**config.mk**
```make
export PLATFORM = sky130hd
export DESIGN_NAME = pulse_recover_flat
export DESIGN_NICKNAME = d
export VERILOG_FILES = /design/src/rtl/pulse_recover_if.sv /design/src/rtl/pulse_recover.sv /design/src/flat_wrapper.sv
export SDC_FILE = /design/constraint.sdc
export NUM_CORES = 1
export LEC_CHECK = 0
export CAP_MARGIN = 10
export CELL_PAD_IN_SITES_DETAIL_PLACEMENT = 1
export CELL_PAD_IN_SITES_GLOBAL_PLACEMENT = 1
export CORE_MARGIN = 10
export CORE_UTILIZATION = 39
export DETAILED_ROUTE_END_ITERATION = 6
export GPL_TIMING_DRIVEN = 0
export PLACE_DENSITY = 0.85
export SKIP_CTS_REPAIR_TIMING = 1
export SLEW_MARGIN = 20
export SYNTH_ARGS = -nofsm -noshare
export SYNTH_HDL_FRONTEND = slang
export SYNTH_SLANG_ARGS = --single-unit
```
**constraint.sdc**
```tcl
create_clock -name clk -period 1.55 [get_ports clk]
set_input_delay 0.31 -clock clk [delete_from_list [all_inputs] [get_ports clk]]
set_output_delay 0.31 -clock clk [all_outputs]
set_load 0.1 [all_outputs]
```
**src/rtl/pulse_recover_if.sv**
```systemverilog
// Event-line bundle between a pulse_recover receiver and its environment.
//   sig_in     : stretched event level (may be asynchronous to the receiver clock)
//   pulse_out  : one-cycle strobe per accepted event
//   err_short  : one-cycle strobe, active width below the minimum
//   err_long   : one-cycle strobe, active width above the maximum
//   busy       : receiver is qualifying or holding an event
//   last_width : width of the most recent accepted event
interface pulse_recover_if #(
  parameter int unsigned CNT_WIDTH = 8
);
  logic                 sig_in;
  logic                 pulse_out;
  logic                 err_short;
  logic                 err_long;
  logic                 busy;
  logic [CNT_WIDTH-1:0] last_width;

  modport master (
    output sig_in,
    input  pulse_out, err_short, err_long, busy, last_width
  );

  modport slave (
    input  sig_in,
    output pulse_out, err_short, err_long, busy, last_width
  );
endinterface

```
**src/rtl/pulse_recover.sv**
```systemverilog
// Recovers stretched event levels: synchronizes sig_in, qualifies the active
// width against [MIN_WIDTH, MAX_WIDTH] and emits one single-cycle strobe
// (pulse_out, err_short or err_long) per event.
//   clk : clock
//   rst : synchronous reset, active-high
//   bus : pulse_recover_if slave (sig_in in; strobes, busy, last_width out)
module pulse_recover #(
  parameter string       POLARITY    = "HIGH",
  parameter int unsigned SYNC_STAGES = 2,
  parameter int unsigned MIN_WIDTH   = 3,
  parameter int unsigned MAX_WIDTH   = 64,
  parameter int unsigned CNT_WIDTH   = 8
) (
  input  logic            clk,
  input  logic            rst,
  pulse_recover_if.slave  bus
);

  localparam logic                 INACTIVE = (POLARITY == "LOW") ? 1'b1 : 1'b0;
  localparam logic [CNT_WIDTH-1:0] MIN_CNT  = CNT_WIDTH'(MIN_WIDTH);
  localparam logic [CNT_WIDTH-1:0] MAX_CNT  = CNT_WIDTH'(MAX_WIDTH);

  typedef enum logic [1:0] {
    ST_IDLE   = 2'd0,
    ST_ACTIVE = 2'd1,
    ST_HOLD   = 2'd2
  } state_e;

  logic [SYNC_STAGES-1:0] sync_q, sync_d;
  state_e                 state_q, state_d;
  logic [CNT_WIDTH-1:0]   cnt_q, cnt_d;
  logic [CNT_WIDTH-1:0]   last_width_q, last_width_d;
  logic                   pulse_q, pulse_d;
  logic                   err_short_q, err_short_d;
  logic                   err_long_q, err_long_d;
  logic                   busy_q, busy_d;
  logic                   act;

  // Last synchronizer stage, normalized so 1 means active.
  assign act = sync_q[SYNC_STAGES-1] ^ INACTIVE;

  // Register bank.
  always_ff @(posedge clk) begin
    if (rst) begin
      sync_q       <= {SYNC_STAGES{INACTIVE}};
      state_q      <= ST_IDLE;
      cnt_q        <= '0;
      last_width_q <= '0;
      pulse_q      <= 1'b0;
      err_short_q  <= 1'b0;
      err_long_q   <= 1'b0;
      busy_q       <= 1'b0;
    end else begin
      sync_q       <= sync_d;
      state_q      <= state_d;
      cnt_q        <= cnt_d;
      last_width_q <= last_width_d;
      pulse_q      <= pulse_d;
      err_short_q  <= err_short_d;
      err_long_q   <= err_long_d;
      busy_q       <= busy_d;
    end
  end

  // Synchronizer shift, width qualification FSM and strobe generation.
  always_comb begin
    sync_d       = {sync_q[SYNC_STAGES-2:0], bus.sig_in};
    state_d      = state_q;
    cnt_d        = cnt_q;
    last_width_d = last_width_q;
    pulse_d      = 1'b0;
    err_short_d  = 1'b0;
    err_long_d   = 1'b0;

    unique case (state_q)
      ST_IDLE: begin
        if (act) begin
          cnt_d   = CNT_WIDTH'(1);
          state_d = ST_ACTIVE;
        end
      end
      ST_ACTIVE: begin
        if (act) begin
          if (cnt_q < MAX_CNT) begin
            cnt_d = cnt_q + CNT_WIDTH'(1);
          end else begin
            // Too long: report once, then park until the line goes inactive.
            err_long_d = 1'b1;
            state_d    = ST_HOLD;
          end
        end else if (cnt_q >= MIN_CNT) begin
          pulse_d      = 1'b1;
          last_width_d = cnt_q;
          state_d      = ST_IDLE;
        end else begin
          err_short_d = 1'b1;
          state_d     = ST_IDLE;
        end
      end
      ST_HOLD: begin
        if (!act) begin
          state_d = ST_IDLE;
        end
      end
      default: begin
        state_d = ST_IDLE;
      end
    endcase

    busy_d = (state_d != ST_IDLE);
  end

  assign bus.pulse_out  = pulse_q;
  assign bus.err_short  = err_short_q;
  assign bus.err_long   = err_long_q;
  assign bus.busy       = busy_q;
  assign bus.last_width = last_width_q;

endmodule

```
**src/flat_wrapper.sv**
```systemverilog
// flat-port wrapper written by rule: the top's interface ports become plain ports
module pulse_recover_flat 
#(
  parameter string       POLARITY    = "    ",
  parameter int unsigned SYNC_STAGES = 2,
  parameter int unsigned MIN_WIDTH   = 3,
  parameter int unsigned MAX_WIDTH   = 64,
  parameter int unsigned CNT_WIDTH   = 8
)
  (clk, rst, bus_sig_in, bus_pulse_out, bus_err_short, bus_err_long, bus_busy, bus_last_width);
  pulse_recover_if #(.CNT_WIDTH(CNT_WIDTH)) bus_i ();
  input  logic clk;
  input  logic rst;
  input wire logic [$bits(bus_i.sig_in)-1:0] bus_sig_in;
  output wire logic [$bits(bus_i.pulse_out)-1:0] bus_pulse_out;
  output wire logic [$bits(bus_i.err_short)-1:0] bus_err_short;
  output wire logic [$bits(bus_i.err_long)-1:0] bus_err_long;
  output wire logic [$bits(bus_i.busy)-1:0] bus_busy;
  output wire logic [$bits(bus_i.last_width)-1:0] bus_last_width;
  assign bus_i.sig_in = bus_sig_in;
  assign bus_pulse_out = bus_i.pulse_out;
  assign bus_err_short = bus_i.err_short;
  assign bus_err_long = bus_i.err_long;
  assign bus_busy = bus_i.busy;
  assign bus_last_width = bus_i.last_width;
  pulse_recover #(.POLARITY(POLARITY), .SYNC_STAGES(SYNC_STAGES), .MIN_WIDTH(MIN_WIDTH), .MAX_WIDTH(MAX_WIDTH), .CNT_WIDTH(CNT_WIDTH)) u_core (.clk(clk), .rst(rst), .bus(bus_i));
endmodule
```
* Word-level counts from Yosys, hierarchy flattened
Index checks and enable logic that the tools add are counted.
Widths: inputs -> output; s select.
** Cells by class
- Add/sub/neg operators :: 1
- $lt $le $gt $ge :: 2
- Equality and inequality tests :: 5
- Muxes and demuxes :: 12
- Bitwise operators :: 2
- Reductions and logical operators :: 7
** Operators by type and width (number)
- $mux 8 :: 3
- $pmux 8 s2 :: 1
- $add 8x1->8 const B :: 1
- $ge 8x2->1 const B :: 1
- $lt 8x7->1 const B :: 1
- $mux 2 :: 4
- $ne 2x1->1 const B :: 3
- $pmux 2 s3 :: 1
- $reduce_or 3->1 :: 2
- $reduce_and 4->1 :: 1
- $reduce_bool 2->1 :: 2
- $mux 1 :: 3
- $reduce_and 3->1 :: 1
- $eq 2x1->1 const B :: 1
- $eq 2x2->1 const B :: 1
- $logic_not 2->1 :: 1
- $not 1->1 :: 2
** Storage, ports and cells
- Flip-flop bits (word level) :: 24
- Input port bits :: 3
- Output and inout port bits :: 12
- Logic and storage cells :: 37

* Longest topological paths before layout
Gate-level depths: netlist (run 1).
- Depth in word-level cells :: 5
- Gate-level depth with buffers :: 4
- Depth with buffers taken out :: 4

* Worst setup path before layout (run 1)
OpenSTA, ideal clock, no wires.
- Path kind :: register -> register
- From :: reg u_core.state_q[0]
- To :: reg u_core.last_width_q[0], in the netlist u_core.bus.last_width[0]
- Library setup time :: 72 ps
- Arrival time :: 1334 ps
- Required time :: 1478 ps
- Path slack :: 144 ps
- Stages on the path, launching flop included :: 5
- Buffers on the path :: 1
- Period minus slack after synthesis :: 1406 ps
- Cell sequence :: dfxtp_1 or3b_1 buf_6 a31oi_4 mux2i_1
** On the way
- Cells in the longest elaborated chain, start to end :: 2
** Ends and longest elaborated chain
- start, declared :: line pulse_recover.sv:30 : state_e state_q, state_d;
- start signal, assigned :: line pulse_recover.sv:55 : state_q <= state_d;
- $eq 2x1->1 :: line pulse_recover.sv:75 : unique case (state_q)
- $reduce_and 3->1 (no source line)
- end signal, assigned :: line pulse_recover.sv:57 : last_width_q <= last_width_d;
- end, declared :: line pulse_recover.sv:32 : logic [CNT_WIDTH-1:0] last_width_q, last_width_d;
No other way between the ends.
A chain may end at the register's enable or synchronous reset.

* Final worst setup path (run 1)
- From :: reg u_core.state_q[0]
- To :: reg u_core.last_width_q[6], in the netlist u_core.bus.last_width[6]
The elaborated chain is that of the path after synthesis.

==> results.md, run 1 <==
Route:
- The post-route met1 wirelength is 1050 microns.
- The count of nets left with antenna violations after detail routing is 0.
- In the routed design, unresolved DRC markers number 0.
- The first TritonRoute pass finished after 4 iterations.
- The total detailed-routing wirelength is 2560 microns.
- The initial DRC count is 23.
- After detailed routing, the met3 layer carries 128 microns of wire.
- The highest layer touched by signal routing is met4.
- The mean number of vias per cell is 5.57.
- In the detailed route, the total length drawn on met2 is 1350 microns.
- The total via count in the routed design is 841.
- The post-detailed-route wirelength per cell is 17.0 microns.

Worst setup path:
- The timing startpoint of the critical path is u_core.state_q[0].
- The worst path required time is 1.80 ns.
- The family with the most delay on the worst path is flip-flops.
- The critical path contains buffers and inverters numbering 2 combined.
- The slowest stage of the critical path belongs to the cell sky130_fd_sc_hd__dfxtp_4.
- STA classifies the critical path startpoint as a register.
- The capturing element of the worst setup path is u_core.bus.last_width[6].
- In this design, the stage delay of the slowest critical-path cell is 0.41 ns.
- The beginning of the worst register-to-register path is u_core.state_q[0].
- The critical path is of the reg -> reg type.
- Of all nets on the critical path, the largest fanout is 8.
- The critical path endpoint category is a register.
- The slack of the worst reg-to-reg path is 0.04 ns.
- The critical path runs through a total of 5 cells.
- The arrival time reported for the critical path endpoint is 1.76 ns.
- For the worst flop-to-flop path, the logic depth is 5.
- The endpoint identified for the worst register-to-register timing path is u_core.bus.last_width[6].
- The signal on the critical path passes through or3b_1, buf_6, a31oi_4, buf_12, mux2i_1.

Clocking:
- The library cell used as clock root buffer is sky130_fd_sc_hd__clkbuf_4.
- The clock passes through at most 2 buffers.
- The number of clock buffers inserted by TritonCTS is 3.
- The depth of the CTS H-tree is 1.
- The clock slew at the register clock pins of the worst setup and hold paths is 0.13 ns.
- The clock reaches the later pin of the worst-skew pair after 0.32 ns.
- The clock sink total is 24.
- The clock tree from TritonCTS is done.

Outcome:
- The run finished with clean final reports.

Placement:
- After detailed placement, the total cell area comes to 0.00116 sq mm.
- The number of port buffers is 14.
- The global placer's final weighted congestion is 0.781.
- Detailed placement finished with a half-perimeter wire length of 1760 microns.

Pwr:
- The part of the total power dissipated in the clock network is 0.404.
- The leakage power is 0.000409 uW.
- The peak supply drop is 0.595 mV.
- The switching part of the total is 0.206.
- The part of the power in combinational logic is 0.043.
- The sequential share of power is 0.553.
- Power spread over the standard cell area amounts to 965 mW/mm^2.
- The cell internal power dissipation is 900 uW.
- The analysis attributes to net switching a power of 234 uW.

Floorplanning:
- The die span in x is 70.1 microns.
- The core outline area is 0.00243 sq mm.
- The total die area is 0.00492 sq mm.
- The number of placed I/O pins is 15.
- The starting density of the core is 0.403.
- The number of cell rows is 18.
- The floorplan step set the die height to 70.1 microns.

Cells and area:
- In the final layout, flip-flops and latches occupy 487 sq um.
- Summing all multi-input logic gate instances after layout gives 460 sq um.
- In the layout the commonest cells are 21 x sky130_fd_sc_hd__dfxtp_1, 16 x sky130_fd_sc_hd__nand2_1, 12 x sky130_fd_sc_hd__clkbuf_2.
- The count of filler cells inserted in the layout is 300.
- Leaving out fill and tap cells, the most frequent cell in the layout is sky130_fd_sc_hd__dfxtp_1.
- The fraction of final layout cells sized beyond drive strength 1 is 0.223.
- The total inserted antenna cells is 0.
- The final layout contains 126 nets.
- Compared with the post-synthesis result, the final layout area differs by 19.9%.
- After routing the design area is 0.00117 sq mm.

STA:
- The final hold violation count is 0.
- The shortest clock period the worst path allows after layout is 1.51 ns.
- Across all hold checks on the routed design, the worst slack comes to 0.466 ns.
- The remaining max-slew budget at the tightest pin is 0.635.
- The final period utilization is 0.973.
- The fmax is 663 MHz.
- The clock skew is 0.00234 ns.
- Setup violations remaining at the end of the flow were counted as 0.
- The max-slew violation total from the final report came to 0.
- At the pin with the least slew margin, the transition time is 0.550 ns.

GRT:
- The total congestion overflow after global routing is 0.
- The initial antenna violation count was 0.
- The wire length of the first global-routing pass is 4130 microns.
- The largest net degree at the start of global routing is 15.
- The number of global-route vias before repair is 894.
- Across every metal layer, demand over resource in global routing totals 0.0988.

Logic synthesis:
- A synthesized cell averages 9.51 sq um.
- The number of cells produced by synthesis is 103.
- The netlist uses 29 different library cells.
- Yosys printed 0 warnings.
- The synthesized design contains 0 enable-type register cells.
- The synthesized design contains 24 register bits.
- The netlist area before placement is 980 sq um.
- The share of the Yosys chip area taken by registers is 0.490.
- The async set or reset register ratio after synthesis is 0.
- The number of nets in the synthesized netlist is 107.
- Among all flip-flop cells after synthesis, the most frequent one is sky130_fd_sc_hd__dfxtp_1.

Run:
- The reported max-cap violation count is 0.

Min path:
- In this run the worst hold path is classified as reg -> reg.
worst register-to-register path, delay by kind of cell, from the launching register on:
kind	cells	cell delay, ns
flip-flops	1	0.41
AND/OR/NAND/NOR	1	0.36
buffers and inverters	2	0.29
multiplexers	1	0.21
AO/OA/AOI/OAI	1	0.16
flip-flops by register name, indices dropped and copies added (netlist names):
register	count
u_core.bus.busy	1
u_core.sync_q	2
u_core.bus.pulse_out	1
u_core.state_q	2
u_core.bus.err_long	1
u_core.cnt_q	8
u_core.bus.err_short	1
u_core.bus.last_width	8
cells by family after synthesis:
family / Yosys count / share of synthesized area
AND/OR/NAND/NOR: 45 / 0.252
flip-flops: 24 / 0.490
AO/OA/AOI/OAI: 21 / 0.151
buffers and inverters: 7 / 0.0421
multiplexers: 5 / 0.0524
adder cells (fa/ha/maj): 1 / 0.0128
stage by stage:
step / setup slack (ns) / setup TNS [ns] / cells / util / total power (uW)
6_report: 0.0422 / 0 / 151 / 0.483 / 1130
5_1_grt: -0.00814 / -0.0120 / 151 / 0.483 / 1160
4_1_cts: -0.596 / -7.26 / 151 / 0.497 / 1140
3_3_place_gp: -0.207 / -2.33 / 147 / 0.476 / 689
3_5_place_dp: -0.226 / -2.69 / 147 / 0.476 / 690
2_1_floorplan: 0.144 / 0 / 103 / - / 673
synth_stat cells, drive strengths merged, types with 3 or more instances:
library cell  count  area, sq um
a21oi             7         35.0
dfxtp            24          480
inv               3         11.3
mux2i             4         40.0
nand2            16         60.1
nor2              5         18.8
nor2b             3         18.8
nor3              4         20.0
o21ai             5         25.0
o31ai             4         30.0
or3b              5         43.8
or4               4         30.0
layer usage:
| metal | vias up | global-route usage |
|---|---|---|
| li1 | 405 | - |
| met1 | 415 | 0.107 |
| met2 | 16 | 0.173 |
| met3 | 5 | 0.0311 |
| met4 | 0 | 0.0395 |
| met5 | - | 0 |
final cells by class:
class                      instances  area share
buffer                             3      0.0224
clock buffer                       3      0.0192
clock inverter                     1      0.0256
inverter                           3     0.00958
multi-input combinational         72       0.392
sequential                        24       0.414
tap                               30      0.0319
timing repair buffer              15      0.0852
how the worst min path moves through the flow:
stage	startpoint	to	slack, ns	depth (start not counted)
finish	u_core.bus.last_width[4]	u_core.bus.last_width[4]	0.47	2
global route	u_core.bus.last_width[4]	u_core.bus.last_width[4]	0.49	2
CTS	u_core.sync_q[0]	u_core.sync_q[1]	0.47	1
detailed placement	u_core.sync_q[0]	u_core.sync_q[1]	0.44	1
global placement	u_core.sync_q[0]	u_core.sync_q[1]	0.42	1
floorplan	u_core.sync_q[0]	u_core.sync_q[1]	0.41	1
power groups by stage:
stage	logic [uW]	clock network (uW)	registers [uW]
final	48.3	458	627
after global routing	53.0	482	628
after CTS	49.2	461	628
after detailed placement	48.6	0	642
after global placement	47.4	0	641
after floorplan	25.2	0	648
Power figures use the tool's default switching activity.
==> run 2, diff against run 1 <==
Settings changed: SETUP_SLACK_MARGIN set to 0.4.
==> run 2 against run 1 <==
  * Sequential share of layout area shrank 7.8 points
  * Final cell count grew 4.0%
  * Die area unchanged
  * Critical path depth did not move
  * Wire length increased by 43%
  * Final area increased by 30%
  * Setup slack got worse by 0.034 ns
  * Combinational power increased by 36%
  * Maximum frequency is 2.2% lower
  * Flip-flop and latch count unchanged
==> results.md, run 2 (same netlist as run 1, synthesis figures left out) <==
Outcome:
- Outcome: complete, no violations (unchanged).

Worst setup path:
- The start-to-end type of the worst setup path was reg -> reg (unchanged).
- The maximum fanout encountered on the critical timing path came to 8 (unchanged).
- The worst path required time was 1.81 ns (was 1.80 ns).
- The timing startpoint of the critical path is u_core.state_q[1] (was u_core.state_q[0]).
- The arrival time reported for the critical path endpoint is 1.80 ns (was 1.76 ns).
- The slack of the worst reg-to-reg path is 0.008 ns (was 0.04 ns).
- The depth of the most critical reg-to-reg path was 5 (unchanged).
- The beginning of the worst register-to-register path is u_core.state_q[1] (was u_core.state_q[0]).
- The type of origin of the critical path is a register (unchanged).
- The critical path endpoint category is a register (unchanged).
- The worst reg2reg path endpoint is u_core.bus.last_width[1] (was u_core.bus.last_width[6]).

Clocking:
- The number of clock buffers inserted by TritonCTS came to 3 (unchanged).
- The clock latency on the worst-skew pair is 0.33 ns (was 0.32 ns).
- The clock sink total is 24 (unchanged).
- The depth of the CTS H-tree is 1 (unchanged).
- The clock slew at the register clock pins of the worst setup and hold paths is 0.14 ns (was 0.13 ns).
- The deepest clock path buffer count is 2 (unchanged).
- The clock tree from TritonCTS is done (unchanged).
- The library cell used as clock root buffer is sky130_fd_sc_hd__clkbuf_4 (unchanged).

GRT:
- The largest net degree at the start of global routing is 15 (unchanged).
- The number of global-route vias before repair is 839 (was 894).
- The aggregate global-route resource usage came to 0.0946 (was 0.0988).
- The total congestion overflow after global routing is 0 (unchanged).
- The wire length of the first global-routing pass is 3890 microns (was 4130 microns).
- The initial antenna violation count is 0 (unchanged).

Floorplanning:
- The core outline area was 0.00243 sq mm (unchanged).
- The die span in x is 70.1 microns (unchanged).
- The die span in y came to 70.1 microns (unchanged).
- The total die area is 0.00492 sq mm (unchanged).
- The starting density of the core came to 0.403 (unchanged).
- The number of cell rows is 18 (unchanged).
- The number of placed I/O pins is 15 (unchanged).

Route:
- The count of nets left with antenna violations after detail routing is 0 (unchanged).
- The mean number of vias per cell came to 5.86 (was 5.57).
- The DRC violations left came to 0 (unchanged).
- The total via count in the routed design is 920 (was 841).
- The initial DRC count is 55 (was 23).
- The total detailed-routing wirelength is 3660 microns (was 2560 microns).
- The first-pass iteration count of the detailed router is 4 (unchanged).
- The post-detailed-route wirelength per cell is 23.3 microns (was 17.0 microns).

Cells and area:
- The total inserted antenna cells was 0 (unchanged).
- The fraction of final layout cells sized beyond drive strength 1 is 0.528 (was 0.223).
- The area added between synthesis and finish is 55.9% (was 19.9%).
- Commonest cells after routing, fill and taps aside: 14 x sky130_fd_sc_hd__nand2_1, 14 x sky130_fd_sc_hd__dfxtp_2, 12 x sky130_fd_sc_hd__buf_12 (was 21 x sky130_fd_sc_hd__dfxtp_1, 16 x sky130_fd_sc_hd__nand2_1, 12 x sky130_fd_sc_hd__clkbuf_2).
- The net total in the final layout came to 132 (was 126).

Run:
- The reported max-cap violation count came to 0 (unchanged).

Placement:
- The detailed-placement wirelength estimate was 1800 microns (was 1760 microns).
- The number of port buffers came to 14 (unchanged).
- The global placer's final weighted congestion came to 0.844 (was 0.781).

STA:
- The fmax is 648 MHz (was 663 MHz).
- The remaining max-slew budget at the tightest pin is 0.704 (was 0.635).
- The number of endpoints failing setup at the final stage was 0 (unchanged).
- The summed negative setup slack over all endpoints was 0 ns (unchanged).
- The shortest clock period the worst path allows after layout is 1.54 ns (was 1.51 ns).
- Setup repair after global routing could not meet its margin everywhere.
- The clock skew is 0.0129 ns (was 0.00234 ns).
- The max-slew violation total from the final report came to 0 (unchanged).
- The final period utilization came to 0.995 (was 0.973).
- The final hold violation count is 0 (unchanged).
- The slew of the pin with the lowest slew margin was 0.443 ns (was 0.550 ns).

Pwr:
- The peak supply drop is 0.624 mV (was 0.595 mV).
- The power per cell area is 714 mW/mm^2 (was 965 mW/mm^2).
- The total power draw is 1090 uW (was 1130 uW).
- The leakage power is 0.000512 uW (was 0.000409 uW).

Min path:
- The path type of the worst min-delay path is reg -> reg (unchanged).
- The critical hold path startpoint is u_core.state_q[0] (was u_core.bus.last_width[4]).
- The terminating pin of the worst hold path is u_core.bus.busy (was u_core.bus.last_width[4]).
- The number of stages on the worst hold path was 1 (was 2).
==> run 2: changes by cell type in the layout (fill, tap and decap cells not counted), sizes merged <==
cell and delta:
bufinv -1, buf +16, clkbuf -9
==> run 2: area by class of cell <==
class,instances,area (sq um)
fill,243,905
clock buffer,4,47.5
multi-input combinational,72,549
buffer,4,42.5
inverter,3,11.3
timing repair buffer,20,327
tap,30,37.5
sequential,24,513
==> run 2: power by group <==
part	internal [uW]	switching (uW)	leakage, uW	total [uW]
clock network	197	203	0.0000261	401
logic	26.3	39.6	0.000282	65.9
registers	617	6.99	0.000204	624
total	841	250	0.000512	1090
==> run 2: worst max-delay path, cell delays in order, from the launching register on <==
cell,delay (ns)
sky130_fd_sc_hd__dfxtp_4,0.40
sky130_fd_sc_hd__or3b_4,0.37
sky130_fd_sc_hd__buf_6,0.14
sky130_fd_sc_hd__a31oi_4,0.16
sky130_fd_sc_hd__buf_12,0.15
sky130_fd_sc_hd__mux2i_1,0.24
==> run 2: worst max path at each step <==
| stage | end | slack, ns |
|---|---|---|
| 5_1_grt | u_core.bus.last_width[1] | -0.05 |
| 4_1_cts | bus_last_width[1] | -0.62 |
| 3_5_place_dp | bus_last_width[1] | -0.23 |
| 2_1_floorplan | u_core.bus.last_width[0] | 0.19 |
| 3_3_place_gp | bus_last_width[7] | -0.21 |
| 6_report | u_core.bus.last_width[1] | 0.008 |
==> run 2: metal layers <==
metal,track usage,wire length (microns)
met2,0.168,1960
met1,0.103,1480
met5,0,0
met3,0.0282,134
met4,0.0329,82
==> run 2: stage by stage <==
stage | setup slack (ns) | util | cell area (sq um) | hold slack [ns] | cells
global placement | -0.210 | 0.495 | 1200 | 0.417 | 147
global route | -0.0451 | 0.628 | 1530 | 0.489 | 157
floorplan | 0.188 | - | 1030 | 0.414 | 103
finish | 0.00793 | 0.628 | 1530 | 0.491 | 157
detailed placement | -0.233 | 0.495 | 1200 | 0.442 | 147
CTS | -0.623 | 0.514 | 1250 | 0.463 | 151
